## src/rtl/sdram_word_bridge.sv

```systemverilog
// sdram_word_bridge
// Splits one 32-bit host word access into two 16-bit accesses on an SDRAM
// controller port. The low half goes first, then the high half. Write halves
// whose byte-enable pair is 00 are skipped.
//
// Optional build macro: SDRAM_BRIDGE_TIMEOUT_EN. When it is defined, each WAIT
// state gives up after TIMEOUT_CYCLES clocks without port1_ack, and sets the
// sticky host_err flag. When it is undefined, the WAIT states wait forever and
// host_err is tied to 0.
//
// Ports
//   clk, init_n        clock; asynchronous active-low reset
//   host_req/ready     start pulse (taken only in IDLE) / idle indicator
//   host_we/a/d/be     request fields, sampled with host_req
//   host_q             read data, valid from host_done until the next request
//   host_done          one-cycle completion pulse
//   host_err           sticky timeout flag
//   port1_req/ack      controller request pulse / acknowledge pulse
//   port1_we/a/d/ds    controller request fields, held stable per half
//   port1_q            controller read data, sampled with port1_ack
module sdram_word_bridge #(
  parameter int unsigned TIMEOUT_CYCLES = 255
) (
  input  logic        clk,
  input  logic        init_n,
  input  logic        host_req,
  output logic        host_ready,
  input  logic        host_we,
  input  logic [22:1] host_a,
  input  logic [31:0] host_d,
  input  logic [3:0]  host_be,
  output logic [31:0] host_q,
  output logic        host_done,
  output logic        host_err,
  output logic        port1_req,
  input  logic        port1_ack,
  output logic        port1_we,
  output logic [23:1] port1_a,
  output logic [15:0] port1_d,
  output logic [1:0]  port1_ds,
  input  logic [15:0] port1_q
);

  // The counter is 8 bits wide.
  if (TIMEOUT_CYCLES < 1 || TIMEOUT_CYCLES > 255) begin : g_bad_timeout
    $error("TIMEOUT_CYCLES must be in 1..255");
  end

  typedef enum logic [2:0] {
    StIdle, StLoReq, StLoWait, StHiReq, StHiWait, StDone
  } state_e;

  state_e      state_q, state_d;
  logic        we_q;
  logic [22:1] a_q;
  logic [31:0] d_q;
  logic [3:0]  be_q;
  logic [31:0] q_q, q_d;
  logic        done_q;
  logic        req_q;
  logic        p_we_q, p_we_d;
  logic [23:1] p_a_q, p_a_d;
  logic [15:0] p_d_q, p_d_d;
  logic [1:0]  p_ds_q, p_ds_d;
  logic        accept, skip_lo, skip_hi, issue_lo, issue_hi;
  logic        timeout;

  assign accept  = (state_q == StIdle) && host_req;
  assign skip_lo = we_q && (be_q[1:0] == 2'b00);
  assign skip_hi = we_q && (be_q[3:2] == 2'b00);
  // The low-half fields are loaded straight from the host inputs on accept.
  // The latched copies are not valid until the following cycle.
  assign issue_lo = accept && !(host_we && (host_be[1:0] == 2'b00));
  assign issue_hi = (state_d == StHiReq) && !skip_hi;

  always_comb begin
    state_d = state_q;
    unique case (state_q)
      StIdle: begin
        if (host_req) state_d = (host_we && (host_be == 4'b0000)) ? StDone : StLoReq;
      end
      StLoReq:  state_d = skip_lo ? StHiReq : StLoWait;
      StLoWait: begin
        if (port1_ack)    state_d = StHiReq;
        else if (timeout) state_d = StDone;
      end
      StHiReq:  state_d = skip_hi ? StDone : StHiWait;
      StHiWait: begin
        if (port1_ack || timeout) state_d = StDone;
      end
      StDone:   state_d = StIdle;
      default:  state_d = StIdle;
    endcase
  end

  // The port fields are registered. They change only when a new half is
  // issued, so they stay stable through the wait and past the acknowledge.
  always_comb begin
    p_we_d = p_we_q;
    p_a_d  = p_a_q;
    p_d_d  = p_d_q;
    p_ds_d = p_ds_q;
    if (issue_lo) begin
      p_we_d = host_we;
      p_a_d  = {host_a, 1'b0};
      p_d_d  = host_d[15:0];
      p_ds_d = host_we ? host_be[1:0] : 2'b11;
    end else if (issue_hi) begin
      p_we_d = we_q;
      p_a_d  = {a_q, 1'b1};
      p_d_d  = d_q[31:16];
      p_ds_d = we_q ? be_q[3:2] : 2'b11;
    end
  end

  always_comb begin
    q_d = q_q;
    if (port1_ack && !we_q) begin
      if (state_q == StLoWait) q_d[15:0]  = port1_q;
      if (state_q == StHiWait) q_d[31:16] = port1_q;
    end
  end

  always_ff @(posedge clk or negedge init_n) begin
    if (!init_n) begin
      state_q <= StIdle;
      we_q    <= 1'b0;
      a_q     <= '0;
      d_q     <= '0;
      be_q    <= '0;
      q_q     <= '0;
      done_q  <= 1'b0;
      req_q   <= 1'b0;
      p_we_q  <= 1'b0;
      p_a_q   <= '0;
      p_d_q   <= '0;
      p_ds_q  <= '0;
    end else begin
      state_q <= state_d;
      if (accept) begin
        we_q <= host_we;
        a_q  <= host_a;
        d_q  <= host_d;
        be_q <= host_be;
      end
      q_q    <= q_d;
      done_q <= (state_q == StDone);
      req_q  <= issue_lo || issue_hi;
      p_we_q <= p_we_d;
      p_a_q  <= p_a_d;
      p_d_q  <= p_d_d;
      p_ds_q <= p_ds_d;
    end
  end

`ifdef SDRAM_BRIDGE_TIMEOUT_EN
  localparam logic [7:0] TmoLast = 8'(TIMEOUT_CYCLES - 1);

  logic [7:0] tmo_cnt_q;
  logic       err_q;
  logic       in_wait;

  assign in_wait = (state_q == StLoWait) || (state_q == StHiWait);
  // The count is 0 in the first wait cycle, so TmoLast marks wait cycle TIMEOUT_CYCLES.
  assign timeout = in_wait && !port1_ack && (tmo_cnt_q == TmoLast);

  always_ff @(posedge clk or negedge init_n) begin
    if (!init_n) begin
      tmo_cnt_q <= '0;
      err_q     <= 1'b0;
    end else begin
      if ((state_q == StLoReq) || (state_q == StHiReq)) tmo_cnt_q <= '0;
      else if (in_wait)                                 tmo_cnt_q <= tmo_cnt_q + 8'd1;
      if (timeout) err_q <= 1'b1;
    end
  end

  assign host_err = err_q;
`else
  assign timeout  = 1'b0;
  assign host_err = 1'b0;
`endif

  assign host_ready = (state_q == StIdle);
  assign host_done  = done_q;
  assign host_q     = q_q;
  assign port1_req  = req_q;
  assign port1_we   = p_we_q;
  assign port1_a    = p_a_q;
  assign port1_d    = p_d_q;
  assign port1_ds   = p_ds_q;

endmodule

```

## config.mk

```make
export PLATFORM = sky130hd
export DESIGN_NAME = sdram_word_bridge
export DESIGN_NICKNAME = d
export VERILOG_FILES = /design/src/rtl/sdram_word_bridge.sv
export SDC_FILE = /design/constraint.sdc
export NUM_CORES = 1
export LEC_CHECK = 0
export ABC_AREA = 1
export ABC_CLOCK_PERIOD_IN_PS = 1630
export CAP_MARGIN = 20
export CORE_UTILIZATION = 24
export CTS_CLUSTER_SIZE = 14
export DETAILED_ROUTE_END_ITERATION = 7
export PLACE_DENSITY = 0.53
export SYNTH_ARGS = -nofsm -noshare
export SYNTH_HDL_FRONTEND = slang
export SYNTH_SLANG_ARGS = --single-unit
```

## constraint.sdc

```tcl
create_clock -name clk -period 1.63 [get_ports clk]
set_input_delay 0.2445 -clock clk [delete_from_list [all_inputs] [get_ports clk]]
set_output_delay 0.2445 -clock clk [all_outputs]
set_load 0.05 [all_outputs]
```

== After elaboration in Yosys (flattened, before gate mapping) ==
Index checks and enable logic that the tools add are counted.

* Mux-type cells: 17
* Reductions and logical operators: 20
* Equal/unequal tests: 6

{| class="wikitable"
|+ Operator list
! operator !! number
|-
| $mux 23 || 2
|-
| $mux 16 || 2
|-
| $pmux 3 s5 || 1
|-
| $mux 3 || 4
|-
| $eq 3x2->1 const B || 3
|-
| $logic_and 1x1->1 || 8
|-
| $mux 2 || 4
|-
| $eq 3x3->1 const B || 2
|-
| $logic_not 2->1 || 3
|-
| $logic_not 4->1 || 1
|-
| $mux 1 || 4
|-
| $reduce_and 2->1 || 2
|-
| $eq 3x1->1 const B || 1
|-
| $logic_not 1->1 || 3
|-
| $logic_not 3->1 || 1
|-
| $reduce_bool 2->1 || 1
|-
| $logic_or 1x1->1 || 1
|}

* Register bits after elaboration: 138

== Logic depth before layout (Yosys ltp) ==
* Depth in word-level cells: 9
* Depth in mapped cells: 11

== Worst setup path before layout ==
OpenSTA, ideal clock, no wires.

* Kind: register to register
* From: register state_q[0]
* To: register p_we_q (netlist: port1_we)
* Arrival time: 1,293 ps
* Stages on the path, launching flop included: 11
* Path slack: 219 ps
* Data required time: 1,512 ps
* Buffers on the path: 2
* Cells stage by stage: dfrtp_1 -> nor2_1 -> nand3_2 -> inv_2 -> nand2_2 -> buf_4 -> buf_6 -> nand2_1 -> nand2_1 -> nand2_1 -> nand2_1

* Cells in the longest elaborated chain, start to end: 5
* Elaborated cells on any way between the ends: 15

{| class="wikitable"
|+ RTL lines
! element !! line !! RTL
|-
| from (decl) || 53 || <nowiki>state_e state_q, state_d;</nowiki>
|-
| from (signal assigned) || 126 || <nowiki>state_q <= StIdle;</nowiki>
|-
| from (signal assigned) || 139 || <nowiki>state_q <= state_d;</nowiki>
|-
| $eq 3x3->1 (tied with other cells) || 78 || <nowiki>unique case (state_q)</nowiki>
|-
| $pmux 3 s5 || 78 ||
|-
| $eq 3x2->1 || 74 || <nowiki>assign issue_hi = (state_d == StHiReq) && !skip_hi;</nowiki>
|-
| $logic_and 1x1->1 || 74 ||
|-
| $reduce_bool 2->1 (no line) || - ||
|-
| to (signal assigned) || 149 || <nowiki>p_we_q <= p_we_d;</nowiki>
|-
| to (decl) || 61 || <nowiki>logic p_we_q, p_we_d;</nowiki>
|}

Several ways; a longest one is shown, not always the timed one.
A chain may end at the register's enable or synchronous reset.

== Worst setup path in the final report ==
* From: register state_q[2]
* To: output port host_ready

* Cells in the longest elaborated chain, start to end: 1

{| class="wikitable"
|+ RTL lines
! element !! line !! RTL
|-
| $logic_not 3->1 || 184 || <nowiki>assign host_ready = (state_q == StIdle);</nowiki>
|-
| to (decl) || 27 || <nowiki>output logic host_ready,</nowiki>
|}

No other way between the ends.

==> impl_metrics.csv <==
group,metric,value,unit
grt,overflow,0,
placed_design,dp_hpwl,10.3,mm
cells_and_area,layout.cell_area.non_filler,7930,um^2
setup_path,timing.critical_path.cells,"inv_2 -> buf_4 -> nand2_1 -> inv_1 -> buf_12",
synthesis,synth.yosys.seq_area_share,0.579,
pwr,finalPower,18.3,mW
sta,timing.final.hold_violations,0,
cts,cts_buffers,17,
placed_design,placed_cells_incl_taps,1085,
floorplanning,die_y,150,um
synthesis,synthesis.area,5270,um^2
grt,grt_start_max_net_pins,42,
cts,ctsLongestPathBuffers,2,
sta,worst_slack,0.0772,ns
cells_and_area,final_nets,915,
sta,report.final.setup_viol,0,
sta,maxSlewViolCount,0,
setup_path,cpPeakStageDelay,0.40,ns
synthesis,muxShareOfSynthArea,0,
detailed_routing,final_antenna_net_count,0,
synthesis,synth_fa_ha_area_frac,0,
worst_hold_path,worst_hold_path_type,"primary input to async pin",
setup_path,worst_r2r_path_depth,9,
setup_path,crit_cells,5,
cells_and_area,layout-drive-gt1-share,0.184,
cts,cts-root-buf,"sky130_fd_sc_hd__clkbuf_16",
grt,grt_first_pass_wirelength,24.2,mm
detailed_routing,routedWlPerCell,13.9,um
synthesis,synth_compound_gate_area_share,0.0363,
cts,path_clk_slew,0.05,ns
cells_and_area,antenna_cells_inserted,0,
floorplanning,start_util,0.248,
detailed_routing,via_count,4666,
cts,htree_levels,4,
cts,cts.sinks,122,
sta,period_share,0.953,
setup_path,startpoint,"state_q[2]",
synthesis,post_synth_num_cell_types,21,
pwr,leakage,4.20,nW
cells_and_area,finish.cell_count_without_fillers,1124,
sta,rsz0062_at_grt,"yes",
setup_path,cp_max_fo,5,
synthesis,combinational_family_with_the_most_area_after_synthesis,"simple AND/OR/NAND/NOR gates",
setup_path,timing.critical_path.buf_inv,4,
sta,hold-worst-slack,0.341,ns
placed_design,pre_cts_slack,-0.103,ns
detailed_routing,drt_drc_violations_left,0,
floorplanning,dieWidth,150,um
cells_and_area,layout.core_utilization,0.373,
detailed_routing,detailedRoute.firstIterationViolations,230,
floorplanning,placementRows,53,
synthesis,parity_gate_share_of_the_synthesized_area_counting_xor_and_xnor_cells,0,
setup_path,cpMaxStageDelayCell,"sky130_fd_sc_hd__dfrtp_1",
synthesis,synth-simple-area-share,0.323,
setup_path,critPathCaptureType,"output pin",
synthesis,synth_nets,739,
synthesis,ys.warnings.count,0,
synthesis,number_of_synthesized_register_bits,122,
cts,cts_tree,"built",
setup_path,worst_setup_path_class,"flip-flop to output pin",
cts,insertion_delay,0.41,ns
sta,clock_skew,0.00637,ns
setup_path,cp-start-kind,"flip-flop",
grt,grt_pass1_vias,4691,
floorplanning,die_area,22600,um^2
sta,finalCriticalPeriod,1.55,ns
grt,grt_antenna_before_repair,0,
placed_design,gp_congestion,0.784,
grt,grtUsageTotal,0.140,
run,max-cap-violations,0,
setup_path,worst_r2r_startpoint,"state_q[0]",
cells_and_area,num-fill-cells,2198,
sta,setup_total_negative_slack,0,ns
synthesis,synth.avg_cell_area,7.99,um^2
placed_design,place_area,7180,um^2
detailed_routing,vias_per_cell,4.15,
sta,clock.fmax,0.644,GHz
detailed_routing,drtPass1Iterations,4,
status,run_status,"finished, final reports clean",
detailed_routing,drt_wl_total,15.7,mm
placed_design,port_buffers,155,
setup_path,worst_path_dominant_cell_family,"buffers and inverters",
setup_path,timing.critical_path.arrival,1.31,ns
synthesis,post_synth_inst_count,660,
pwr,cell_area_power_density,2310,nW/um^2
cells_and_area,area_growth_syn_to_layout,50.4,%
floorplanning,floorplan.core_area,21300,um^2
pwr,ir_worst_vdd,1240,uV
setup_path,crit_required,1.39,ns
floorplanning,pin_count,157,
-- sequential cells by signal (all words and copies together), names as in the netlist --
signal	flops
be_q	4
host_done	1
host_q	32
port1_a	23
port1_we	1
we_q	1
a_q	22
state_q	3
port1_d	16
d_q	16
port1_ds	2
port1_req	1
-- path summary, 6_finish.rpt --
check / to / slack (ns)
worst min register to register: d_q[18] / 0.48
min in group clk: d_q[24] / 0.38
worst min-delay path: host_q[28] / 0.34
worst max register to register: port1_a[10] / 0.12
worst max-delay path: host_ready / 0.08
max in group asynchronous: host_q[9] / 0.74
-- cell usage after synthesis (all sizes together) --
cell    count  area, um^2
o22ai       1        6.26
a21oi       2        10.0
clkbuf     14        52.6
dfrtp     122        3050
or2         1        6.26
inv        30         113
nand2     371        1400
o21ai      35         175
nor3        2        10.0
conb        1        3.75
nand3      46         235
nand4       1        6.26
nand3b      1        7.51
nor2       10        40.0
buf        23         155
-- cell type report --
class	count	area, um^2	share of cell area
timing repair buffer	194	1890	0.238
clock inverter	8	118	0.0148
sequential	122	3050	0.385
inverter	30	113	0.0142
multi-input combinational	471	1940	0.245
tap	275	344	0.0434
clock buffer	24	472	0.0595
-- logic make-up after synthesis --
group,after synthesis
flops,122
simple gates,432
buf+inv,67
other cells,1
compound gates,38
-- placed cells by master, fill, tap and decap left out, types with 3 or more instances in the layout --
cell type / synthesis / routed
sky130_fd_sc_hd__nand2_1: 368 / 365
sky130_fd_sc_hd__dfrtp_1: 122 / 122
sky130_fd_sc_hd__buf_4: 6 / 95
sky130_fd_sc_hd__clkdlybuf4s50_1: 0 / 77
sky130_fd_sc_hd__nand3_1: 45 / 45
sky130_fd_sc_hd__o21ai_0: 35 / 35
sky130_fd_sc_hd__inv_1: 29 / 27
sky130_fd_sc_hd__clkbuf_16: 0 / 20
sky130_fd_sc_hd__buf_12: 0 / 13
sky130_fd_sc_hd__nor2_1: 9 / 8
sky130_fd_sc_hd__clkbuf_1: 14 / 5
sky130_fd_sc_hd__clkinv_2: 0 / 4
sky130_fd_sc_hd__buf_6: 4 / 4
sky130_fd_sc_hd__inv_2: 1 / 3
sky130_fd_sc_hd__nand2_2: 3 / 3
sky130_fd_sc_hd__bufinv_16: 0 / 3
-- what timing repair did --
item / in CTS / in global routing
hold buffers: 1 / 0
endpoints found under the setup margin: 0 / 43
setup buffers: 0 / 1
gates resized for setup: 0 / 14
endpoints found under the hold margin: 27 / 0
-- worst register-to-register path: cells and delay by family (launching register included) --
kind | cells | cell delay (ns)
buf+inv | 2 | 0.37
flops | 1 | 0.39
simple gates | 7 | 0.70
-- metal layers --
layer,up-vias,wire [um],track usage
li1,2382,-,-
met1,2140,7170,0.181
met2,136,7060,0.216
met3,8,1350,0.0588
met4,0,102,0.0354
met5,-,0,0
-- where the power goes --
part           internal, mW  total [mW]  switching, mW
registers              4.42        5.15          0.728
clock network          2.48        3.80           1.32
logic                  3.22        9.38           6.16
(Power assumes the default switching activity.)
